**src/rtl/async_pkg.sv**
```systemverilog
// rtl/async_pkg.sv - shared types and 4-phase handshake constants for the async bridges
package async_pkg;

  typedef enum logic [1:0] {
    IDLE    = 2'd0,
    SETUP   = 2'd1,
    WAIT_HI = 2'd2,
    WAIT_LO = 2'd3
  } tx_state_t;

  // Level of req/ack in the two halves of a 4-phase cycle
  localparam logic HS_ASSERT  = 1'b1;
  localparam logic HS_RELEASE = 1'b0;

endpackage

```
**src/rtl/sync_ff.sv**
```systemverilog
// rtl/sync_ff.sv - multi-flop synchronizer chain, asynchronous active-low reset to 0
module sync_ff #(
  parameter int STAGES = 2
) (
  input  logic clk,
  input  logic rstn,
  input  logic d,
  output logic q
);

  logic [STAGES-1:0] chain;

  always_ff @(posedge clk or negedge rstn) begin
    if (!rstn) begin
      chain <= '0;
    end else begin
      chain <= {chain[STAGES-2:0], d};
    end
  end

  assign q = chain[STAGES-1];

endmodule

```
**src/rtl/sync2async_tx.sv**
```systemverilog
// rtl/sync2async_tx.sv - valid/ready stream to 4-phase bundled-data transmit bridge
module sync2async_tx
  import async_pkg::*;
#(
  parameter int DATA_W      = 8,
  parameter int DEPTH       = 2,
  parameter int SYNC_STAGES = 2,
  parameter int TIMEOUT     = 16
) (
  input  logic              clk,
  input  logic              rstn,
  input  logic              in_valid,
  output logic              in_ready,
  input  logic [DATA_W-1:0] in_data,
  output logic              req_o,
  output logic [DATA_W-1:0] data_o,
  input  logic              ack_i,
  output logic              busy_o,
  output logic              err_o
);

  localparam int PTR_W = (DEPTH > 1) ? $clog2(DEPTH) : 1;
  localparam int CNT_W = $clog2(DEPTH + 1);
  localparam int WD_W  = $clog2(TIMEOUT + 2);

  logic [DATA_W-1:0] mem [DEPTH];
  logic [PTR_W-1:0]  wr_ptr, rd_ptr;
  logic [CNT_W-1:0]  count;
  logic [WD_W-1:0]   wd;
  tx_state_t         state, state_nxt;
  logic              push, pop, req_nxt, ack_s, nonempty, in_wait, enter_wait;

  function automatic logic [PTR_W-1:0] ptr_inc(input logic [PTR_W-1:0] p);
    return (p == PTR_W'(DEPTH - 1)) ? '0 : p + PTR_W'(1);
  endfunction

  sync_ff #(.STAGES(SYNC_STAGES)) u_ack_sync (
    .clk  (clk),
    .rstn (rstn),
    .d    (ack_i),
    .q    (ack_s)
  );

  // Registered count only: a pop never frees a slot in the same cycle
  assign in_ready = (count < CNT_W'(DEPTH));
  assign push     = in_valid & in_ready;
  assign nonempty = (count != '0);
  assign busy_o   = (state != IDLE) | nonempty;

  always_ff @(posedge clk) begin
    if (push) begin
      mem[wr_ptr] <= in_data;
    end
  end

  always_ff @(posedge clk or negedge rstn) begin
    if (!rstn) begin
      wr_ptr <= '0;
      rd_ptr <= '0;
      count  <= '0;
    end else begin
      if (push) wr_ptr <= ptr_inc(wr_ptr);
      if (pop)  rd_ptr <= ptr_inc(rd_ptr);
      if (push && !pop)      count <= count + CNT_W'(1);
      else if (pop && !push) count <= count - CNT_W'(1);
    end
  end

  always_comb begin
    state_nxt = state;
    req_nxt   = req_o;
    pop       = 1'b0;
    case (state)
      IDLE: begin
        if (nonempty) begin
          pop       = 1'b1;
          state_nxt = SETUP;
        end
      end
      SETUP: begin
        req_nxt   = HS_ASSERT;
        state_nxt = WAIT_HI;
      end
      WAIT_HI: begin
        if (ack_s == HS_ASSERT) begin
          req_nxt   = HS_RELEASE;
          state_nxt = WAIT_LO;
        end
      end
      WAIT_LO: begin
        // Chain straight into the next word without passing through IDLE
        if (ack_s == HS_RELEASE) begin
          if (nonempty) begin
            pop       = 1'b1;
            state_nxt = SETUP;
          end else begin
            state_nxt = IDLE;
          end
        end
      end
      default: state_nxt = IDLE;
    endcase
  end

  always_ff @(posedge clk or negedge rstn) begin
    if (!rstn) begin
      state  <= IDLE;
      req_o  <= HS_RELEASE;
      data_o <= '0;
    end else begin
      state <= state_nxt;
      req_o <= req_nxt;
      if (pop) data_o <= mem[rd_ptr];
    end
  end

  assign in_wait    = (state == WAIT_HI) || (state == WAIT_LO);
  assign enter_wait = (state_nxt != state) && ((state_nxt == WAIT_HI) || (state_nxt == WAIT_LO));

  // Timeout only flags; the handshake is never abandoned
  always_ff @(posedge clk or negedge rstn) begin
    if (!rstn) begin
      wd    <= '0;
      err_o <= 1'b0;
    end else begin
      if (enter_wait) begin
        wd <= '0;
      end else if (in_wait && (wd != WD_W'(TIMEOUT))) begin
        wd <= wd + WD_W'(1);
      end
      if ((TIMEOUT != 0) && in_wait && ((wd + WD_W'(1)) == WD_W'(TIMEOUT))) begin
        err_o <= 1'b1;
      end
    end
  end

endmodule

```
**config.mk**
```make
export PLATFORM = sky130hd
export DESIGN_NAME = sync2async_tx
export DESIGN_NICKNAME = d
export VERILOG_FILES = /design/src/rtl/async_pkg.sv /design/src/rtl/sync_ff.sv /design/src/rtl/sync2async_tx.sv
export SDC_FILE = /design/constraint.sdc
export NUM_CORES = 1
export LEC_CHECK = 0
export CORE_MARGIN = 10
export CORE_UTILIZATION = 39
export CTS_BUF_LIST = sky130_fd_sc_hd__clkbuf_4 sky130_fd_sc_hd__clkbuf_8 sky130_fd_sc_hd__clkbuf_16
export DETAILED_ROUTE_END_ITERATION = 7
export PLACE_DENSITY_LB_ADDON = 0.05
export SKIP_LAST_GASP = 1
export SLEW_MARGIN = 5
export SYNTH_ARGS = -nofsm -noshare
export SYNTH_HDL_FRONTEND = slang
export SYNTH_HIERARCHICAL = 1
export SYNTH_SLANG_ARGS = --single-unit
```
**constraint.sdc**
```tcl
create_clock -name clk -period 2 [get_ports clk]
set_input_delay 0.4 -clock clk [delete_from_list [all_inputs] [get_ports clk]]
set_output_delay 0.4 -clock clk [all_outputs]
set_load 0.03 [all_outputs]
```
==> impl_results.md, run 1 <==
- Leading cell type in the layout, fill and taps excluded: sky130_fd_sc_hd__dfrtp_1
- Routed length on met2: about 1500 um
- Final Hold Fails: 0
- Register Area: 1060 sq um
- Mean instance size in the synthesized netlist: roughly 12 sq um
- Count of antenna-violating nets left after detailed routing: 0
- Startpoint types: flop
- Die Height: 87.0 um
- Combinational group share of total power: 0.448
- Area share of the largest cell type after synthesis: 0.329
- Run status: complete, no violations
- Number of buffers inserted during clock tree synthesis: 5
- Filler instances: 384
- Via count of the first global-routing pass: around 1,100
- Number of synthesized flops with an enable pin: 16
- Initial cell density of the core: 0.402
- Slew HR: 0.694
- Delay of the slowest cell on the worst path: about 0.40 ns
- First-pass GRT wire length: about 5300 um
- DRC Markers: 0
- Max-slew violation total from the final report: 0
- Wire per inst: approximately 14 um
- RSZ-0062 raised after global routing: false
- Number of antenna violations at the first check in global routing: 0
- Peak supply drop: approximately 0.00071 V
- Critical Setup Path Class: reg -> out
- Total of buffers placed on input and output ports: 23
- Part of the power in the clock network: 0.160
- Uppermost layer routed: met4
- Area used by multi-input combinational logic: 636 sq um
- Vias: about 1,100
- Via density per instance: 4.88
- Area growth from synthesis to layout: 22.2%
- Post-synthesis sequential area ratio: 0.603
- CP bufs+invs: 2
- Clock H-tree levels: 2
- Largest net degree at the start of global routing: 24
- Critical Path End Type: primary output
- Die outline area: around 7600 sq um
- Clock period minus final worst setup slack: 1.91 ns
- Met3 wirelength from detailed routing: between 200 and 250 um
- Top Ports: 24
- Part of the power in registers: 0.393
- Net switching share of the total power: 0.395
- 1st-iter DRT viols: 37
- Final Net Count: between 150 and 200
- Clock Path Buffers: 2
- Share of flip-flops with an asynchronous set or reset after synthesis: 0.590
- Floorplan core area: approximately 4400 sq um
- Share of the clock period used by the worst path: 0.954
- Highest achievable clock rate: 0.524 GHz
- Synth warnings: 6
- Most area-consuming cells after synthesis: sky130_fd_sc_hd__dfrtp_1, sky130_fd_sc_hd__edfxtp_1, sky130_fd_sc_hd__ha_1
- Most frequently used flop master after synthesis: sky130_fd_sc_hd__dfrtp_1
- Register-to-register setup slack: around 0.19 ns
- Gpl congestion: roughly 0.7
- Routed length on met1: 1420 um
- Layout Utilization: 0.491
- Leakage power of the design: 0.889 nW
- Min-delay worst type: reg -> reg
- Slew at the pin closest to its max-slew limit: 0.458 ns
- Final Setup Violations: 0
- Antenna Cells: 0
- Overall global routing resource usage: 0.0880
- Most frequent cells in the layout: sky130_fd_sc_hd__dfrtp_1, sky130_fd_sc_hd__clkdlybuf4s50_1, sky130_fd_sc_hd__edfxtp_1
- Overall die width: 87.0 um
- Site Rows: 24
- Cell count after synthesis: approximately 140
- Worst path arrival time: 1.51 ns
- Power density over the cells: 1540 nW/um^2
- Clock Skews: ~0.0050 ns
- Total of hold buffers inserted after clock tree synthesis: 0
- Internal Pwr Total: between 1.5 and 2 mW
- Max Cap Violations: 0
- Count of buffers added by post-CTS timing repair for setup: 0
- Fraction of final layout cells with drive strength greater than 1: 0.104
- Number of distinct library cells after synthesis: 33
- Switching Power: 1.30 mW
- Insertion delay of the later-clocked pin in the worst-skew pair: ~0.28 ns
- Ordered cell list for the critical path: inv_1, ha_1, nand2_1, dlygate4sd2_1
- CTS tree: yes
- Dominant cell type by area after synthesis: sky130_fd_sc_hd__dfrtp_1
- Dpl hpwl: between 2000 and 2500 um
- Clock slew seen by the registers of the worst setup and hold paths: 0.07 ns
- Critical-path top delay cell: sky130_fd_sc_hd__dfrtp_1
- Accumulated negative setup slack: 0 ns
- Required time of the critical path: 1.60 ns
- Number of sinks handled by clock tree synthesis: 39
- Remaining global-route overflow: 0
- #FFs+latches synth: 39
- Detailed-routing iteration count for the pre-antenna-repair pass: 5
- Critical path peak fanout: 6
- Synthesized net count: around 160
- Mapped Area: 1750 sq um
- Clock tree root driver cell: sky130_fd_sc_hd__clkbuf_8
- Cell family with the largest share of critical-path delay: buffers and inverters
- Final Routed Wirelength: roughly 3100 um
[sequential cells by signal (all words and copies together), names as in the netlist]
| signal | cells |
|---|---|
| count | 2 |
| data_o | 8 |
| err_o | 1 |
| mem | 16 |
| rd_ptr | 1 |
| req_o | 1 |
| state | 2 |
| u_ack_sync/chain | 2 |
| wd | 5 |
| wr_ptr | 1 |
[cell usage after synthesis (2+ instances only)]
library cell / instances
sky130_fd_sc_hd__nand2_1: 12
sky130_fd_sc_hd__dfrtp_1: 23
sky130_fd_sc_hd__ha_1: 9
sky130_fd_sc_hd__nor2b_1: 2
sky130_fd_sc_hd__edfxtp_1: 16
sky130_fd_sc_hd__o21ai_0: 10
sky130_fd_sc_hd__nor2_1: 12
sky130_fd_sc_hd__o22ai_1: 2
sky130_fd_sc_hd__a31oi_1: 3
sky130_fd_sc_hd__mux2i_1: 9
sky130_fd_sc_hd__xnor2_1: 6
sky130_fd_sc_hd__inv_1: 9
sky130_fd_sc_hd__nand4_1: 2
sky130_fd_sc_hd__xor2_1: 5
sky130_fd_sc_hd__or2_2: 2
sky130_fd_sc_hd__nand3_1: 3
[cell type report]
cell class / instances / share of cell area
Tap cell: 52 / 0.0304
Clock inverter: 2 / 0.00585
Multi-Input combinational cell: 90 / 0.297
Clock buffer: 6 / 0.0357
Inverter: 9 / 0.0158
Timing Repair Buffer: 27 / 0.121
Sequential cell: 39 / 0.494
[through the flow]
stage	cells	area (sq um)	worst slack, ns	hold slack (ns)	power [mW]
after detailed placement	217	2050	0.102	0.339	2.79
after global placement	217	2050	0.170	0.339	2.76
after floorplan	142	1750	0.157	0.104	2.33
final	225	2140	0.0917	0.352	3.28
after global routing	225	2140	0.0257	0.373	3.55
after CTS	225	2140	0.0901	0.357	3.33
[power by group through the flow]
stage	Combinational, mW	Sequential (mW)	Clock (mW)
floorplan	0.920	1.41	0
global placement	1.45	1.30	0
detailed placement	1.48	1.31	0
global route	1.63	1.33	0.582
CTS	1.49	1.29	0.545
finish	1.47	1.29	0.524
[path summary, 6_finish.rpt]
check                                                    from                             to  cells after the start
worst min register to register  u_ack_sync/chain[0]$_DFF_PN0_  u_ack_sync/chain[1]$_DFF_PN0_                      0
worst min-delay path            u_ack_sync/chain[0]$_DFF_PN0_  u_ack_sync/chain[1]$_DFF_PN0_                      0
worst max-delay path                       state[1]$_DFF_PN0_                         busy_o                      4
min in group asynchronous                                rstn              err_o$_DFFE_PN0P_                      2
max in group asynchronous                                rstn          data_o[3]$_DFFE_PN0P_                      2
worst max register to register             state[0]$_DFF_PN0_           count[1]$_DFFE_PN0P_                      8
[cell families (layout without fill, tap and decap cells)]
family                   count (synthesis)  count (layout)  share of synthesized area
flip-flops                              39              39                      0.603
adder cells (fa/ha/maj)                  9               9                     0.0643
AO/OA/AOI/OAI                           24              24                     0.0929
AND/OR/NAND/NOR                         37              37                     0.0993
multiplexers                             9               9                     0.0515
XOR/XNOR                                11              11                     0.0550
buffers and inverters                   13              44                     0.0336
[what timing repair did]
action                                  CTS  global route
endpoints found under the hold margin     0             0
resized for setup                         1             0
endpoints found under the setup margin    1             0
[metal layers]
layer	global-route usage	vias up
li1	-	553
met1	0.105	516
met2	0.137	27
met3	0.0421	2
met4	0.0265	0
met5	0	-
Power figures use the tool's default switching activity.
==> inputs of run 2 (changes only) <==
PLACE_DENSITY = 0.58   (was unset)
PLACE_DENSITY_LB_ADDON = unset   (was 0.05)
==> impl_results.md, run 2 (synthesis results as in run 1) <==
- Leading registers by flop count: mem: 16 flops, data_o: 8 flops, wd: 5 flops
- Wire per inst: 13.5 um (-3.5%)
- Min-delay worst type: reg -> reg
- Delay of the slowest cell on the worst path: 0.68 ns (+0.28 ns)
- Slew HR: 0.691 (-0.00369)
- Leading cell type in the layout, fill and taps excluded: sky130_fd_sc_hd__dfrtp_1
- Max-slew violation total from the final report: 0 (unchanged)
- Top register by number of flip-flops: mem
- Number of flip-flops under the largest register name: 16 (unchanged)
- Number of cells on the worst reg-to-reg path: 6 (-2)
- Die outline area: 7570 sq um (unchanged)
- Worst path arrival time: 1.50 ns (about the same)
- Share of the clock period used by the worst path: 0.952 (-0.00221)
- Vias: 1,128 (+2.7%)
- Clock slew seen by the registers of the worst setup and hold paths: 0.08 ns (about the same)
- Accumulated negative setup slack: 0 ns (unchanged)
- RSZ-0062 raised after global routing: false
- Clock H-tree levels: 2 (unchanged)
- Via density per instance: 4.99 (+2.3%)
- Part of the power in registers: 0.366 (-0.027)
- Clock Path Buffers: 2 (unchanged)
- Floorplan core area: 4350 sq um (unchanged)
- Die Height: 87.0 um (unchanged)
- Gpl congestion: 0.784 (+12%)
- 1st-iter DRT viols: 17 (-54%)
- Ordered cell list for the critical path: inv_1, clkdlybuf4s50_1
- Insertion delay of the later-clocked pin in the worst-skew pair: 0.28 ns (about the same)
- Highest achievable clock rate: 0.525 GHz (+0.23%)
- Largest net degree at the start of global routing: 24 (unchanged)
- Run status: complete, no violations
- Max Cap Violations: 0 (unchanged)
- Final Net Count: 194 (+0.52%)
- Switching Power: 1.30 mW (+0.18%)
- Final Routed Wirelength: 3050 um (-3.1%)
- Clock tree root driver cell: sky130_fd_sc_hd__clkbuf_8
- Peak supply drop: 0.000666 V (-5.7%)
- Critical Path End Type: primary output
- Number of buffers inserted during clock tree synthesis: 5 (unchanged)
- Overall global routing resource usage: 0.0879 (about the same)
- Number of cells traversed by the worst hold path: 0 (unchanged)
- Power density over the cells: 1610 nW/um^2 (+5.0%)
- Antenna Cells: 0 (unchanged)
- Tot Pwr: 3.54 mW (+7.7%)
- Critical path peak fanout: 5 (-1)
- Net switching share of the total power: 0.367 (-0.0277)
- Final worst slack: 0.0961 ns (+0.00442 ns)
- Startpoint types: flop
- DRC Markers: 0 (unchanged)
- Top Ports: 24 (unchanged)
- Initial cell density of the core: 0.402 (unchanged)
- Area growth from synthesis to layout: 25.3%
- First-pass GRT wire length: 5290 um (-0.13%)
- Total of buffers placed on input and output ports: 23 (unchanged)
- Via count of the first global-routing pass: 1,172 (+2.4%)
- Most frequent cells in the layout: sky130_fd_sc_hd__dfrtp_1, sky130_fd_sc_hd__clkdlybuf4s50_1, sky130_fd_sc_hd__edfxtp_1
- Detailed-routing iteration count for the pre-antenna-repair pass: 4 (-1)
- Overall die width: 87.0 um (unchanged)
- Filler instances: 380 (-1.0%)
- Min Hold Slack: 0.355 ns (+0.00261 ns)
- Part of the power in the clock network: 0.218 (+0.058)
- Site Rows: 24 (unchanged)
- Combinational group share of total power: 0.416 (-0.032)
- Slew at the pin closest to its max-slew limit: 0.464 ns (+0.00553 ns)
- Final Setup Violations: 0 (unchanged)
- Dpl hpwl: 2290 um (+4.1%)
- Fraction of final layout cells with drive strength greater than 1: 0.109 (+0.00515)
- Count of antenna-violating nets left after detailed routing: 0 (unchanged)
- Required time of the critical path: 1.60 ns (about the same)
- Clock period minus final worst setup slack: 1.90 ns (-0.00442 ns)
- CTS tree: yes
- Number of antenna violations at the first check in global routing: 0 (unchanged)
- Clock Skews: 0.00854 ns (+0.00352 ns)
- Critical-path top delay cell: sky130_fd_sc_hd__clkdlybuf4s50_1
- Number of sinks handled by clock tree synthesis: 39 (unchanged)
- Final Hold Fails: 0 (unchanged)
- Internal Pwr Total: 2.24 mW (+13%)
- Leakage power of the design: 0.914 nW (+2.8%)
- Remaining global-route overflow: 0 (unchanged)
- Worst setup slack before clock tree synthesis: 0.0551 ns (-0.0473 ns)
- Critical Setup Path Class: reg -> out
-- run 2: changes by cell type in the layout (fill, tap and decap cells not counted) --
cell | previous run | this run
sky130_fd_sc_hd__bufinv_16 | 0 | 2
sky130_fd_sc_hd__buf_4 | 4 | 5
sky130_fd_sc_hd__clkbuf_4 | 1 | 0
sky130_fd_sc_hd__clkinv_2 | 1 | 0
-- run 2: layout make-up --
| class | count | area [sq um] | area share |
|---|---|---|---|
| Multi-Input combinational cell | 90 | 636 | 0.290 |
| Clock buffer | 5 | 68.8 | 0.0314 |
| Tap cell | 52 | 65.1 | 0.0297 |
| Sequential cell | 39 | 1060 | 0.481 |
| Inverter | 9 | 33.8 | 0.0154 |
| Clock inverter | 3 | 67.6 | 0.0308 |
| Timing Repair Buffer | 28 | 267 | 0.122 |
-- run 2: metal layers --
layer / vias up / GRT usage / share of wire
li1: 557 / - / -
met5: - / 0 / 0
met4: 0 / 0.0339 / 0.0066
met3: 2 / 0.0328 / 0.033
met1: 559 / 0.0970 / 0.43
met2: 10 / 0.149 / 0.53
-- run 2: worst max-delay path, delay by kind of cell (launching register included) --
family,cells,cell delay [ns]
flops,1,0.43
buf+inv,2,0.79
-- run 2: worst paths after layout --
path | endpoint | start | slack [ns]
hold reg to reg | u_ack_sync/chain[1]$_DFF_PN0_ | u_ack_sync/chain[0]$_DFF_PN0_ | 0.35
max in group asynchronous | data_o[1]$_DFFE_PN0P_ | rstn | 1.29
hold / removal | u_ack_sync/chain[1]$_DFF_PN0_ | u_ack_sync/chain[0]$_DFF_PN0_ | 0.35
setup / recovery | in_ready | count[1]$_DFFE_PN0P_ | 0.1
min in group asynchronous | u_ack_sync/chain[0]$_DFF_PN0_ | rstn | 0.46
setup reg to reg | wd[3]$_DFFE_PN0P_ | state[0]$_DFF_PN0_ | 0.21
-- run 2: power by group through the flow --
stage	Sequential (mW)	Combinational, mW	Clock, mW
after floorplan	1.41	0.920	0
after global placement	1.30	1.46	0
after detailed placement	1.31	1.50	0
after CTS	1.30	1.49	0.792
after global routing	1.33	1.64	0.832
final	1.29	1.47	0.771
-- run 2: per-stage QoR --
step | instances | instance area [sq um] | utilization
detailed placement | 218 | 2060 | 0.473
CTS | 226 | 2190 | 0.504
global route | 226 | 2190 | 0.504
finish | 226 | 2190 | 0.504
floorplan | 142 | 1750 | -
global placement | 218 | 2060 | 0.473
-- run 2: what timing repair did --
action,CTS,global route
endpoints found under the setup margin,1,0
gates resized for setup,1,0
hold buffers,0,0
setup buffers,0,0
